### src/rtl/bit_serial_adder.sv
// bit_serial_adder: LSB-first serial adder (one full adder, one carry flop); ports clk/rst/start, A/B/Carry_in in, busy/done/SUM/Carry_out out, Overflow when SERIAL_ADDER_OVF_EN is defined
module bit_serial_adder #(
  parameter int WIDTH = 8
) (
  input  logic             clk,
  input  logic             rst,
  input  logic             start,
  input  logic [WIDTH-1:0] A,
  input  logic [WIDTH-1:0] B,
  input  logic             Carry_in,
  output logic             busy,
  output logic             done,
  output logic [WIDTH-1:0] SUM,
  output logic             Carry_out
`ifdef SERIAL_ADDER_OVF_EN
  ,
  output logic             Overflow
`endif
);
  localparam int CW = $clog2(WIDTH + 1);
  localparam logic [1:0] S_IDLE = 2'd0, S_SHIFT = 2'd1, S_DONE = 2'd2;
  logic [1:0] state;
  logic [WIDTH-1:0] a_sr, b_sr;
  logic [CW-1:0] cnt;
  logic c, s, co, last;
  assign s = a_sr[0] ^ b_sr[0] ^ c;
  assign co = (a_sr[0] & b_sr[0]) | (c & (a_sr[0] ^ b_sr[0]));
  assign last = cnt == CW'(WIDTH - 1);
  assign busy = state == S_SHIFT;
  assign done = state == S_DONE;
  always_ff @(posedge clk) begin
    if (rst) begin
      state <= S_IDLE;
      a_sr <= '0;
      b_sr <= '0;
      c <= 1'b0;
      cnt <= '0;
      SUM <= '0;
      Carry_out <= 1'b0;
`ifdef SERIAL_ADDER_OVF_EN
      Overflow <= 1'b0;
`endif
    end else if (state != S_SHIFT) begin
      state <= start ? S_SHIFT : S_IDLE;
      if (start) begin
        a_sr <= A;
        b_sr <= B;
        c <= Carry_in;
        cnt <= '0;
      end
    end else begin
      SUM <= {s, SUM[WIDTH-1:1]};
      a_sr <= a_sr >> 1;
      b_sr <= b_sr >> 1;
      c <= co;
      cnt <= cnt + 1'b1;
      if (last) begin
        state <= S_DONE;
        Carry_out <= co;
`ifdef SERIAL_ADDER_OVF_EN
        Overflow <= c ^ co;
`endif
      end
    end
  end
endmodule
### config.mk
export PLATFORM = sky130hd
export DESIGN_NAME = bit_serial_adder
export DESIGN_NICKNAME = d
export VERILOG_FILES = /design/src/rtl/bit_serial_adder.sv
export SDC_FILE = /design/constraint.sdc
export NUM_CORES = 1
export LEC_CHECK = 0
export ABC_AREA = 1
export CAP_MARGIN = 15
export CORE_MARGIN = 1
export CORE_UTILIZATION = 45
export DETAILED_ROUTE_END_ITERATION = 10
export MAX_ROUTING_LAYER = met4
export PLACE_DENSITY = 0.76
export REMOVE_ABC_BUFFERS = 1
export SETUP_SLACK_MARGIN = 0.5
export SLEW_MARGIN = 25
export SYNTH_ARGS = -nofsm -noshare
export SYNTH_HDL_FRONTEND = slang
export SYNTH_SLANG_ARGS = --single-unit
export TNS_END_PERCENT = 20
### constraint.sdc
create_clock -name clk -period 1.2 [get_ports clk]
set_clock_uncertainty 0.1 [all_clocks]
set_input_delay 0.18 -clock clk [delete_from_list [all_inputs] [get_ports clk]]
set_output_delay 0.18 -clock clk [all_outputs]
set_load 0.01 [all_outputs]
==> impl_metrics.py <==
metrics = {
    "outcome": {
        "status": "finished with violations",
        "violations": "negative setup slack",
    },
    "layout": {
        "drive_gt1_share_pct": 24.0,
        "fin_nets": 293,
        "fin_util_pct": 68.0,
        "layout_common_cells": "nand2_1 (60), nor2_1 (41), nand3_1 (28)",
        "n_antenna_cell": 0,
        "design_area_um2": 2130,
        "syn_to_final_growth_pct": 38.8,
        "finalNonFillerCells": 315,
        "final_common_cell": "nand2_1",
    },
    "setup_path": {
        "startpoint_type": "register",
        "reg2reg_to": "SUM[7]",
        "cp_max_fo": 3,
        "endpoint_kind": "primary output",
        "cp.required_ns": 0.92,
        "reg2reg_slack_ns": -0.01,
        "r2r_start": "c",
        "critical_path_arrival_ns": 0.94,
        "reg2regPathDepth": 3,
        "crit_type": "reg2out",
    },
    "sta": {
        "rsz0062_at_grt": "true",
        "setup_tns_ns": -0.0391,
        "hold_viol": 0,
        "relSlewSlack_pct": 86.5,
        "setup_viol": 4,
        "period_needed_ns": 1.22,
        "maxSlewViolCount": 0,
        "setup_ws_ns": -0.0247,
        "fmax_ghz": 0.817,
        "tightest_slew_ns": 0.203,
        "finalCritPeriodShare_pct": 102,
    },
    "min_path": {
        "min_from": "A[7]",
        "holdPathEnd": "a_sr[7]",
        "min_path_type": "in2reg",
        "hold-path-cell-count": 3,
    },
    "route": {
        "viasPerCell": 4.57,
        "highest_layer": "met4",
        "dr_wl_met2_mm": 1.57,
        "antenna_left": 0,
        "dr.first_iter.drc_count": 36,
        "routed_wl_mm": 3.17,
        "drc_errors": 0,
        "wl_met1_mm": 1.42,
        "dr.pass1.iters": 4,
        "avgRoutedWirePerCell_um": 10.1,
        "wl_met3_um": 127,
        "num_vias": 1438,
    },
    "placed_design": {
        "dpl.cell_count": 300,
        "place_hpwl_mm": 2.10,
        "placedInstanceArea_um2": 1910,
        "port_buffers": 30,
        "place_congestion": 0.801,
    },
    "clock_tree": {
        "cts.hold.buffers_added": 0,
        "clockRootBuffer": "clkbuf_4",
        "numCtsBuffers": 5,
        "htree_levels": 2,
        "clock_latency_ns": 0.32,
        "cts.path.max_buffers": 2,
        "clkSinkCount": 32,
        "clkTransAtPathRegs_ns": 0.09,
        "cts_tree": "done",
    },
    "logic_synthesis": {
        "synth.distinct_cells": 20,
        "yosys.area.top_type": "dfxtp_1",
        "netlist.area_leader.share_pct": 41.8,
        "synth-seq-cells": 32,
        "synth_cells": 226,
        "yosys-top-cells-area": "dfxtp_1 (42%), nand2_1 (15%), nor2_1 (11%)",
        "yosysWarnings": 0,
        "syn_area_per_cell_um2": 6.78,
        "syn_area_um2": 1530,
        "yosysSeqAreaShare_pct": 41.8,
    },
    "power_and_ir_drop": {
        "p_sw_share_pct": 25.8,
        "internal_power_mw": 1.71,
        "leakage_nw": 1.03,
        "power_frac_clock_pct": 29.2,
        "power_mw": 2.30,
        "seqPwrFrac_pct": 50.7,
        "p_per_area_nw_per_um2": 1080,
        "p_comb_share_pct": 20.1,
        "ir_drop_uv": 789,
        "power_switching_mw": 0.591,
    },
    "grt": {
        "grt_max_degree": 29,
        "grt_overflow": 0,
        "antenna_found_initial": 0,
        "grt_pass1_wl_mm": 5.10,
        "grt.total_usage_pct": 20.0,
        "first_global_vias": 1234,
    },
    "die": {
        "fp.coreArea_um2": 3130,
        "rows": 20,
        "num_io_pins": 31,
        "die_h_um": 60.3,
        "die_x_um": 60.3,
        "dieArea_um2": 3640,
        "start_util_pct": 49.0,
    },
    "job": {
        "drv_cap": 0,
    },
}
-- layout make-up --
cell class | count | area [µm²]
Inverter | 30 | 113
Fill cell | 290 | 1000
Tap cell | 44 | 55.1
Multi-Input combinational cell | 152 | 712
Clock buffer | 7 | 65.1
Sequential cell | 32 | 661
Timing Repair Buffer | 50 | 520
-- logic make-up after synthesis --
family | count (synthesis) | synth area share [%]
AO/OA/AOI/OAI | 15 | 5.23
adder cells (fa/ha/maj) | 2 | 2.12
buffers and inverters | 42 | 13.9
flip-flops | 32 | 41.8
AND/OR/NAND/NOR | 135 | 36.9
-- sequential cells by signal (all words and copies together) (netlist names) --
| register | cells |
|---|---|
| a_sr | 8 |
| b_sr | 8 |
| cnt | 4 |
| c | 1 |
| state | 2 |
| SUM | 8 |
| Carry_out | 1 |
-- per-stage QoR --
| stage | hold slack, ns | setup slack (ns) |
|---|---|---|
| 6_report | 0.313 | -0.0247 |
| 5_1_grt | 0.350 | -0.0655 |
| 4_1_cts | 0.304 | -0.0455 |
| 3_5_place_dp | 0.358 | -0.228 |
| 3_3_place_gp | 0.357 | -0.188 |
| 2_1_floorplan | 0.149 | -0.0441 |
-- worst max-delay path, stage by stage (launching register included) --
cell and delay [ns]:
dfxtp_4 0.36, inv_2 0.04, nor2_4 0.11, buf_6 0.11
-- metal layers --
metal  track usage (%)  vias up
li1                  -      777
met1              21.3      627
met2              34.4       29
met3              5.97        5
met4              7.97        0
met5                 -        -
-- cells in the mapped netlist (all sizes together) --
cell type	n
fa	1
dfxtp	32
ha	1
nand3	28
a211oi	2
nand2	62
clkbuf	1
a21oi	3
o21ai	10
inv	30
nor3	1
nor2	44
buf	11
-- how the worst max path moves through the flow --
stage / start / end / slack, ns / cells after the start
final: state[0] / busy / -0.02 / 3
after global placement: start / b_sr[0] / -0.19 / 7
after floorplan: state[0] / a_sr[0] / -0.04 / 6
after detailed placement: start / b_sr[0] / -0.23 / 7
after CTS: state[0] / busy / -0.05 / 3
after global routing: state[0] / busy / -0.07 / 3
-- power groups by stage --
stage / sequential [mW] / combinational (mW) / clock, mW
global placement: 1.18 / 0.388 / 0
CTS: 1.16 / 0.443 / 0.700
global route: 1.17 / 0.513 / 0.727
detailed placement: 1.19 / 0.395 / 0
finish: 1.17 / 0.461 / 0.670
floorplan: 1.19 / 0.175 / 0
-- what timing repair did --
action / 4_1_cts / 5_1_grt
pin swaps: 4 / 0
setup buffers: 7 / 0
setup endpoints to repair: 43 / 43
resized for setup: 78 / 10
endpoints found under the hold margin: 0 / 0
gates cloned: 0 / 1
Note: power is estimated with default switching activity, not from simulation.
